## src/rtl/cordic_pkg.sv

```systemverilog
// ---------------------------------------------------------------------------
// cordic_pkg
// Shared widths, Q-format constants, the reducer state encoding and the
// fold/round helper. The helper is also used by the downstream
// sign-correction stage, so it is a package function and not inlined in
// the reducer.
//   IN_W   : width of the Q16.16 input angle
//   REM_W  : width of the unsigned Q16.32 remainder
//   OUT_W  : width of the Q2.14 reduced angle
// ---------------------------------------------------------------------------
package cordic_pkg;

    localparam int IN_W  = 32;
    localparam int REM_W = 48;
    localparam int OUT_W = 16;
    localparam int K_W   = 4;

    // Fold arithmetic carries two extra bits so +-2pi fits as a signed value.
    localparam int A_W       = REM_W + 2;
    // Q16.32 -> Q2.14 drops 18 fraction bits.
    localparam int FRAC_DROP = 18;

    localparam logic [K_W-1:0] K_INIT = 4'd12;

    localparam logic [REM_W-1:0] TWO_PI_Q32  = 48'h0006487ED511;
    localparam logic [REM_W-1:0] PI_Q32      = 48'h0003243F6A89;
    localparam logic [REM_W-1:0] HALF_PI_Q32 = 48'h00001921FB544;

    localparam logic signed [A_W-1:0] ROUND_HALF = 50'sd131072;

    typedef enum logic [1:0] {
        ST_IDLE   = 2'd0,
        ST_REDUCE = 2'd1,
        ST_FOLD   = 2'd2,
        ST_DONE   = 2'd3
    } state_e;

    typedef struct packed {
        logic [OUT_W-1:0] angle;
        logic             cos_neg;
    } fold_t;

    // Apply the sign, wrap into [-pi, pi], mirror into [-pi/2, pi/2] and
    // round half up to Q2.14. A mirrored angle means cosine changes sign
    // while sine is unchanged.
    function automatic fold_t fold_round(input logic s, input logic [REM_W-1:0] r);
        logic signed [A_W-1:0] a;
        logic signed [A_W-1:0] pi_s;
        logic signed [A_W-1:0] hpi_s;
        logic signed [A_W-1:0] tpi_s;
        fold_t                 res;
        pi_s  = $signed({2'b00, PI_Q32});
        hpi_s = $signed({2'b00, HALF_PI_Q32});
        tpi_s = $signed({2'b00, TWO_PI_Q32});
        a     = $signed({2'b00, r});
        if (s) begin
            a = -a;
        end
        if (a > pi_s) begin
            a = a - tpi_s;
        end
        if (a < -pi_s) begin
            a = a + tpi_s;
        end
        res.cos_neg = 1'b0;
        if (a > hpi_s) begin
            a           = pi_s - a;
            res.cos_neg = 1'b1;
        end else if (a < -hpi_s) begin
            a           = -pi_s - a;
            res.cos_neg = 1'b1;
        end
        res.angle = OUT_W'((a + ROUND_HALF) >>> FRAC_DROP);
        return res;
    endfunction

endpackage

```

## src/rtl/angle_range_reduce.sv

```systemverilog
// ---------------------------------------------------------------------------
// angle_range_reduce
// Reduces a Q16.16 radian angle into [-pi/2, +pi/2] (Q2.14) for a
// downstream sine/cosine stage, flagging when that stage's cosine must be
// negated. The remainder modulo 2pi is found by a 13-step restoring
// division (one quotient bit per cycle), followed by one fold/round cycle.
// Ports:
//   clk, rst              clock, asynchronous active-high reset
//   in_valid / in_ready   request handshake, angle_in sampled on accept
//   angle_in              signed Q16.16 radians
//   out_valid / out_ready result handshake
//   angle_out             signed Q2.14 radians, held until the next result
//   cos_neg               downstream cosine must be negated
// ---------------------------------------------------------------------------
module angle_range_reduce
    import cordic_pkg::*;
(
    input  logic             clk,
    input  logic             rst,
    input  logic             in_valid,
    output logic             in_ready,
    input  logic [IN_W-1:0]  angle_in,
    output logic             out_valid,
    input  logic             out_ready,
    output logic [OUT_W-1:0] angle_out,
    output logic             cos_neg
);

    state_e             state_q;
    logic [REM_W-1:0]   r_q;
    logic [K_W-1:0]     k_q;
    logic               sign_q;
    logic [OUT_W-1:0]   angle_q;
    logic               cos_neg_q;

    logic [IN_W-1:0]    mag_d;
    logic [REM_W-1:0]   step_d;
    logic [REM_W-1:0]   r_d;
    fold_t              fold_d;

    always_comb begin
        // Two's-complement magnitude; 0x80000000 maps to 2^31, which is
        // still exact as an unsigned value.
        mag_d  = angle_in[IN_W-1] ? (~angle_in + 1'b1) : angle_in;
        // The remainder never exceeds twice the current step, so one
        // conditional subtract per weight gives the exact remainder.
        step_d = TWO_PI_Q32 << k_q;
        r_d    = (r_q >= step_d) ? (r_q - step_d) : r_q;
        fold_d = fold_round(sign_q, r_q);
    end

    always_ff @(posedge clk or posedge rst) begin
        if (rst) begin
            state_q   <= ST_IDLE;
            r_q       <= '0;
            k_q       <= '0;
            sign_q    <= 1'b0;
            angle_q   <= '0;
            cos_neg_q <= 1'b0;
        end else begin
            case (state_q)
                ST_IDLE: begin
                    if (in_valid) begin
                        sign_q  <= angle_in[IN_W-1];
                        r_q     <= {mag_d, {(REM_W-IN_W){1'b0}}};
                        k_q     <= K_INIT;
                        state_q <= ST_REDUCE;
                    end
                end
                ST_REDUCE: begin
                    r_q <= r_d;
                    if (k_q == '0) begin
                        state_q <= ST_FOLD;
                    end else begin
                        k_q <= k_q - 1'b1;
                    end
                end
                ST_FOLD: begin
                    angle_q   <= fold_d.angle;
                    cos_neg_q <= fold_d.cos_neg;
                    state_q   <= ST_DONE;
                end
                ST_DONE: begin
                    if (out_ready) begin
                        state_q <= ST_IDLE;
                    end
                end
                default: begin
                    state_q <= ST_IDLE;
                end
            endcase
        end
    end

    assign in_ready  = (state_q == ST_IDLE);
    assign out_valid = (state_q == ST_DONE);
    assign angle_out = angle_q;
    assign cos_neg   = cos_neg_q;

endmodule

```

## config.mk

```make
export PLATFORM = sky130hd
export DESIGN_NAME = angle_range_reduce
export DESIGN_NICKNAME = d
export VERILOG_FILES = /design/src/rtl/cordic_pkg.sv /design/src/rtl/angle_range_reduce.sv
export SDC_FILE = /design/constraint.sdc
export NUM_CORES = 1
export LEC_CHECK = 0
export BUFFER_PORTS_ARGS = -buffer_cell sky130_fd_sc_hd__buf_4
export CAP_MARGIN = 20
export CORE_MARGIN = 10
export CORE_UTILIZATION = 45
export DETAILED_ROUTE_END_ITERATION = 10
export SLEW_MARGIN = 20
export SYNTH_ARGS = -nofsm -noshare
export SYNTH_HDL_FRONTEND = slang
export SYNTH_SLANG_ARGS = --single-unit
```

## constraint.sdc

```tcl
create_clock -name clk -period 26.8 [get_ports clk]
set_input_delay 2.68 -clock clk [delete_from_list [all_inputs] [get_ports clk]]
set_output_delay 2.68 -clock clk [all_outputs]
set_load 0.05 [all_outputs]
```

* Word-level counts from Yosys, hierarchy flattened
Index checks and enable logic that the tools add are counted.
Word-level totals: register bits 72, bits in latches 0, RAM bits 0, memory bits (read-only) 0, bits of input ports 36, output and inout bits 19, word-level logic and storage cells 55, memories kept 0
Operators by class: add/sub/neg operators 9, multipliers 0, divide/modulo/power cells 0, magnitude comparators 5, equality and inequality tests 8, shifts and indexed selects 1, mux-type cells 18, bitwise logic cells 1, reduce and logical (&&, ||, !) cells 7
Operator list (number):
- $mux 50 | 3
- $mux 48 | 2
- $pmux 48 s2 | 1
- $mux 34 | 2
- $sub 33x34->34 const A | 2
- $add 50x36->50 const B | 1
- $gt 50x34->1 const B | 1
- $gt 50x35->1 const B | 1
- $lt 50x34->1 const B | 1
- $lt 50x35->1 const B | 1
- $neg 48->50 | 1
- $sub 50x36->50 const B | 1
- $ge 48x48->1 | 1
- $shl 35x4->48 const A | 1
- $sub 48x48->48 | 1
- $add 34x19->34 const B | 1
- $add 32x1->32 const B | 1
- $mux 32 | 1
- $not 32->32 | 1
- $reduce_and 3->1 | 3
- $mux 4 | 2
- $ne 2x2->1 const B | 4
- $pmux 2 s4 | 1
- $pmux 4 s2 | 1
- other kinds (10) | 14

* Logic depth before layout (Yosys ltp)
Gate-level depths: netlist of the first run.
depth after elaboration 10, gate-level depth with buffers 43, depth with buffers taken out 34

* Worst setup path after synthesis of the first run
OpenSTA, ideal clock, no wires.
path type reg2reg, start point register r_q[0], end point register angle_q[12] (netlist: angle_out[12]), library setup time 0.125 ns, arrival time 10.117 ns, data required time 26.675 ns, setup slack 16.558 ns, cell stages (with the launch flop) 41, path buffers 8, cell sequence dfrtp_1 -> clkbuf_1 -> inv_1 -> ha_1 -> or4b_1 -> clkbuf_1 -> or4_4 -> or4_1 -> a31oi_1 -> nand2_1 -> or4_4 -> or4_1 -> buf_6 -> nand2_4 -> buf_2 -> buf_1 -> nor2_1 -> a21oi_1 -> [5 not listed] -> a2111oi_2 -> nor4_1 -> o41ai_2 -> buf_2 -> nor3_1 -> or4b_1 -> a21o_1 -> a2111oi_0 -> nand4_1 -> or3b_1 -> clkbuf_1 -> buf_2 -> a32oi_1 -> xor2_1 -> nand4_2 -> nor4_2 -> xnor2_1 -> mux2_2
On the way: word-level cells in the longest chain between the ends 10, elaborated cells on any way between the ends 15, classes of those cells add/sub: 6; order compare: 4; mux: 5
RTL lines:
- start: declaration | RTL line angle_range_reduce.sv:30 | logic [REM_W-1:0] r_q;
- start signal: assignment | RTL line angle_range_reduce.sv:65 | r_q <= {mag_d, {(REM_W-IN_W){1'b0}}};
- start signal: assignment | RTL line angle_range_reduce.sv:71 | r_q <= r_d;
- $neg 48->50 | RTL line cordic_pkg.sv:57 | a = -a;
- $mux 50 (*) | RTL line cordic_pkg.sv:56 | if (s) begin
- $sub 50x36->50 / $gt 50x35->1 (equally long branches) | RTL line cordic_pkg.sv:60, cordic_pkg.sv:59
- $mux 50 (*) | RTL line cordic_pkg.sv:59 | if (a > pi_s) begin
- $add 50x36->50 / $lt 50x35->1 (equally long branches) | RTL line cordic_pkg.sv:63, cordic_pkg.sv:62
- $mux 50 (*) | RTL line cordic_pkg.sv:62 | if (a < -pi_s) begin
- $lt 50x34->1 / $sub 33x34->34 (equally long branches) | RTL line cordic_pkg.sv:69, cordic_pkg.sv:70
- $mux 34 | RTL line cordic_pkg.sv:69 | end else if (a < -hpi_s) begin
- $mux 34 (*) | RTL line cordic_pkg.sv:66 | if (a > hpi_s) begin
- $add 34x19->34 (*) | RTL line cordic_pkg.sv:73 | res.angle = OUT_W'((a + ROUND_HALF) >>> FRAC_DROP);
- end signal: assignment | RTL line angle_range_reduce.sv:79 | angle_q <= fold_d.angle;
- end: declaration | RTL line angle_range_reduce.sv:33 | logic [OUT_W-1:0] angle_q;
Every way passes the cells marked *; elsewhere a longest branch is shown, timed or not. A chain may end at the register's enable or synchronous reset.

* Worst setup path in the final report of the first run
start point register r_q[2], end point register angle_q[12] (netlist: angle_out[12])
Same word-level chain as after synthesis.

==> results.yml, run 1 <==
worst_setup_path:
  cp_slowest_stage_delay_ns: 0.88
  cp-start-kind: "flip-flop"
  r2r_cells: 33
  path_class: "reg2reg"
  cp.arrival_ns: 12.84
  crit_top_cell: "o21ai_0"
  critPathCaptureType: "flip-flop"
  required_ns: 27.06
  slowest_stage: "nor4_1"
  crit_fanout: 29
global_route:
  grt_max_degree: 84
  grt-ovfl-total: 0
  antenna_found_initial: 1
  track_usage_pct: 25.4
  grt_pass1_wl_mm: 88.1
  grt_pass1_vias: 16200
route:
  first_iter_violations: 1537
  ant_nets: 0
  dr.pass1.iters: 7
  dr_total_vias: 17200
  viasPerCell: 6.56
  wire_per_inst_um: 21.0
  routed_wl_mm: 55.0
  drc_errors: 0
synthesis:
  synth_cell_type_count: 108
  synth-seq-cells: 72
  syn_area_per_cell_um2: 7.05
  synth_edf_count: 0
  synthArstFlopShare_pct: 100
  synth_cells: 2210
  yosysWarnings: 0
  syn_area_um2: 15600
  synthFlopType: "dfrtp_1"
  syn_nets: 2310
  yosysSeqAreaShare_pct: 11.6
placed_design:
  portBuffers: 54
  placed_area_um2: 16100
  dp_cells: 2608
  finalWeightedCongestion: 0.977
  hpwl_mm: 43.3
final_layout:
  n_fill_cell: 3599
  multiInputGateArea_um2: 13000
  register_area_um2: 1800
  area_delta_synth_final_pct: 5.62
  final_area_um2: 16500
  drive_gt1_share_pct: 8.21
  n_antenna_cell: 0
  fin_nets: 2264
  stdcell_count: 2624
clock_network:
  clockBufferDepth: 2
  postCtsSetupBuffers: 0
  htreeDepth: 3
  cts.sinks: 72
  cts_tree: "yes"
  postCtsHoldBufs: 0
  cts_made_buffers: 9
  clockRootBuffer: "clkbuf_16"
  cts.repair.resized: 0
  clock_latency_ns: 0.38
  clkSlewWorstSetupHoldPaths_ns: 0.06
floorplanning:
  rows: 68
  start_util_pct: 45.3
  chipHeight_um: 206
  dieArea_um2: 42500
  core_area_um2: 34400
  die_x_um: 206
  io_pins: 55
sta:
  rsz0062_at_grt: "false"
  max_freq_mhz: 79.5
  worstMarginPinSlew_ns: 1.00
  maxSlewViolCount: 0
  setup_viol_count_final: 0
  hold_violations: 0
  post-route-period-util_pct: 46.9
  relSlewSlack_pct: 31.5
  setup_tns_ns: 0
  skew_ns: 0.0232
  period_needed_ns: 12.58
flow_run:
  maxCapViolCount: 0
hold_path:
  hold_depth: 2
  hold_path.class: "reg2reg"
run_status:
  status: "finished, final reports clean"
[Yosys cell counts (9+ instances only)]
master / n / area share, %
a211o_1: 9 / 0.51
a211oi_1: 35 / 1.7
a21o_1: 33 / 1.6
a21oi_1: 138 / 4.4
a221oi_1: 9 / 0.51
a311oi_1: 10 / 0.56
a31oi_1: 28 / 1.1
and2_1: 23 / 0.92
and3_1: 26 / 1.0
and4_1: 11 / 0.62
buf_2: 14 / 0.45
clkbuf_1: 97 / 2.3
dfrtp_1: 72 / 12
ha_1: 63 / 5.1
inv_1: 55 / 1.3
mux2_2: 19 / 1.4
mux2i_1: 17 / 1.1
nand2_1: 206 / 5.0
nand2b_1: 30 / 1.2
nand3_1: 62 / 2.0
nand4_1: 42 / 1.7
nor2_1: 183 / 4.4
nor2b_1: 19 / 0.76
nor3_1: 86 / 2.8
nor4_1: 51 / 2.0
nor4b_1: 9 / 0.51
o2111ai_1: 11 / 0.62
o211ai_1: 37 / 1.8
o21a_1: 18 / 0.87
o21ai_0: 176 / 5.7
o22ai_1: 15 / 0.60
o31a_1: 13 / 0.73
o31ai_1: 46 / 2.2
o41ai_1: 29 / 1.6
or2_2: 17 / 0.68
or3_1: 30 / 1.2
or4_1: 19 / 0.92
xnor2_1: 156 / 8.8
xor2_1: 99 / 5.6
[path summary, 6_finish.rpt]
path	slack (ns)	to	from
worst max register to register	14.22	angle_out[12]	r_q[2]
worst min register to register	0.49	angle_out[14]	angle_out[14]
worst max-delay path	14.22	angle_out[12]	r_q[2]
worst min-delay path	0.49	angle_out[14]	angle_out[14]
min in group asynchronous	2.49	angle_out[5]	rst
max in group asynchronous	23.76	sign_q	rst
[worst max-delay path, delay by kind of cell (launching register included)]
kind,cells,cell delay [ns]
AO/OA/AOI/OAI,11,3.43
XOR/XNOR,4,1.47
adder cells (fa/ha/maj),1,0.44
buffers and inverters,2,0.50
flip-flops,1,0.61
multiplexers,1,0.27
AND/OR/NAND/NOR,14,5.73
[routing by layer]
metal	GRT usage (%)	routed length [µm]	vias to the layer above
li1	-	-	8276
met1	32.5	24100	8151
met2	42.9	26200	662
met3	3.07	3150	110
met4	9.46	1630	2
met5	0	11	-
[placed cells by master, fill, tap and decap left out, types with 33 or more instances in the layout]
master    netlist  routed
nand4_1        42      42
dfrtp_1        72      71
o31ai_1        46      46
nor3_1         86      86
nand2_1       206     206
nor2_1        183     183
nor4_1         51      51
a21oi_1       138     137
a21o_1         33      33
xor2_1         99      99
nand3_1        62      62
ha_1           63      62
xnor2_1       156     156
a211oi_1       35      35
buf_4           5      76
o21ai_0       176     175
o211ai_1       37      37
inv_1          55      54
[kinds of logic (layout without fill, tap and decap cells)]
logic type,count (synthesis),after routing,share of synthesized area [%]
XOR/XNOR,257,257,14.5
AND/OR/NAND/NOR,863,863,28.9
AO/OA/AOI/OAI,726,726,32.0
buffers and inverters,191,150,5.25
multiplexers,36,36,2.47
adder cells (fa/ha/maj),65,65,5.25
flip-flops,72,72,11.6
[cell type report]
class | instances | share of cell area (%)
multi-input combinational | 1947 | 78.9
sequential | 72 | 11.0
timing repair buffer | 77 | 3.54
tap | 455 | 3.46
clock buffer | 14 | 1.60
inverter | 57 | 1.30
clock inverter | 2 | 0.228
[sequential cells by signal (all words and copies together) (netlist names)]
name and count:
sign_q 1, k_q 4, angle_out 16, state_q 2, cos_neg 1, r_q 48
[through the flow]
step / util, % / setup slack [ns] / hold WS [ns]
4_1_cts: 47.9 / 14.41 / 0.498
6_report: 47.9 / 14.22 / 0.493
5_1_grt: 47.9 / 13.30 / 0.532
2_1_floorplan: - / 16.56 / 0.511
3_3_place_gp: 47.0 / 14.52 / 0.476
3_5_place_dp: 47.0 / 14.44 / 0.482
Power of run 1 is not shown: default switching activity piles up to over one toggle a cycle in this logic, so the estimate is an artifact.
==> run 2, diff against run 1 <==
Clock period 26.8 ns to 12.8 ns, I/O delays scaled along.
==> run 2 against run 1 <==
Flip-flop and latch count unchanged. Utilization is 0.20 points higher. Sequential share of layout area about the same. Via count increased by 0.61%. Final area increased by 0.42%. Critical path depth shrank 1. Clock-buffer cell count down 2. Worst hold slack worse by 0.0082 ns. Setup slack got worse by 13 ns. Final cell count grew 0.15%. Critical path type unchanged. Routed wire length grew 0.33%. Clock skew increased by 0.0018 ns.
==> results.yml, run 2 (synthesis results as in run 1) <==
sta:
  period_needed_ns: 11.84
  rsz0062_at_grt: "false"
  relSlewSlack_pct: 28.5
  worstMarginPinSlew_ns: 1.05
  setup_viol_count_final: 0
  maxSlewViolCount: 0
  hold_violations: 0
  max_freq_mhz: 84.4
  skew_ns: 0.0250
  post-route-period-util_pct: 92.5
  setup_tns_ns: 0
global_route:
  grt_pass1_wl_mm: 87.6
  antenna_found_initial: 0
  track_usage_pct: 25.4
  grt_pass1_vias: 16100
  grt_max_degree: 84
  grt-ovfl-total: 0
placed_design:
  portBuffers: 54
  finalWeightedCongestion: 0.948
  hpwl_mm: 43.4
  dp_cells: 2613
final_layout:
  stdcell_count: 2628
  area_delta_synth_final_pct: 6.06
  n_fill_cell: 3553
  regMostFlops: "r_q"
  drive_gt1_share_pct: 8.38
  n_antenna_cell: 0
  largest_register_ffs: 48
  layout_common_cells: "nand2_1 (206), nor2_1 (183), o21ai_0 (175), xnor2_1 (156), a21oi_1 (137)"
  fin_nets: 2269
  multiInputGateArea_um2: 13000
  register_area_um2: 1800
  final_common_cell: "nand2_1"
clock_network:
  htreeDepth: 3
  cts.repair.resized: 0
  clock_latency_ns: 0.39
  clockRootBuffer: "clkbuf_16"
  clkSlewWorstSetupHoldPaths_ns: 0.06
  cts_tree: "yes"
  clockBufferDepth: 2
  cts.sinks: 72
  postCtsHoldBufs: 0
  postCtsSetupBuffers: 0
  cts_made_buffers: 9
worst_setup_path:
  slowest_stage: "xor2_1"
  critPathCaptureType: "flip-flop"
  cp.arrival_ns: 12.10
  critPathBufInv: 1
  required_ns: 13.05
  path_delay_family: "simple AND/OR/NAND/NOR gates"
  crit_fanout: 27
  path_class: "reg2reg"
  crit_top_cell: "nor3_1"
  cp-start-kind: "flip-flop"
  cp_slowest_stage_delay_ns: 0.72
route:
  dr_total_vias: 17300
  wire_per_inst_um: 21.0
  drc_errors: 0
  first_iter_violations: 1372
  viasPerCell: 6.59
  ant_nets: 0
  dr.pass1.iters: 9
  routed_wl_mm: 55.2
floorplanning:
  core_area_um2: 34400
  io_pins: 55
  die_x_um: 206
  rows: 68
  dieArea_um2: 42500
  chipHeight_um: 206
  start_util_pct: 45.3
flow_run:
  maxCapViolCount: 0
hold_path:
  hold_path.class: "reg2reg"
run_status:
  status: "finished, final reports clean"
-- run 2: per-stage QoR --
step | hold WS [ns] | area, µm² | utilization (%) | worst slack (ns)
final | 0.485 | 16500 | 48.1 | 0.956
after global routing | 0.512 | 16500 | 48.1 | 0.117
after CTS | 0.487 | 16500 | 48.1 | 1.10
after detailed placement | 0.475 | 16200 | 47.1 | 1.13
after global placement | 0.475 | 16200 | 47.1 | 1.47
after floorplan | 0.511 | 15600 | - | 2.56
-- run 2: layout make-up --
cell class	count	area share [%]
Timing Repair Buffer	82	3.73
Clock inverter	3	0.545
Multi-Input combinational cell	1947	78.6
Tap cell	455	3.45
Inverter	57	1.29
Sequential cell	72	10.9
Clock buffer	12	1.49
-- run 2: worst min-delay path, stage by stage, from the launching register on --
cell and delay (ns):
dfrtp_1 0.34, nand2_1 0.05, o31ai_1 0.06
-- run 2: metal layers --
layer,track usage [%],part of all wire [%]
met5,0,0
met4,10.5,3.9
met3,2.71,5.1
met2,43.3,47
met1,32.0,44
-- run 2: path summary, 6_finish.rpt --
kind / from / endpoint / slack (ns) / cells after the start
setup / recovery: r_q[2] / angle_out[12] / 0.96 / 32
hold reg to reg: angle_out[13] / angle_out[13] / 0.48 / 2
min in group asynchronous: rst / angle_out[4] / 1.09 / 3
max in group asynchronous: rst / r_q[0] / 11.17 / 3
setup reg to reg: r_q[2] / angle_out[12] / 0.96 / 32
hold / removal: angle_out[13] / angle_out[13] / 0.48 / 2
Power of run 2 is left out for the same reason.
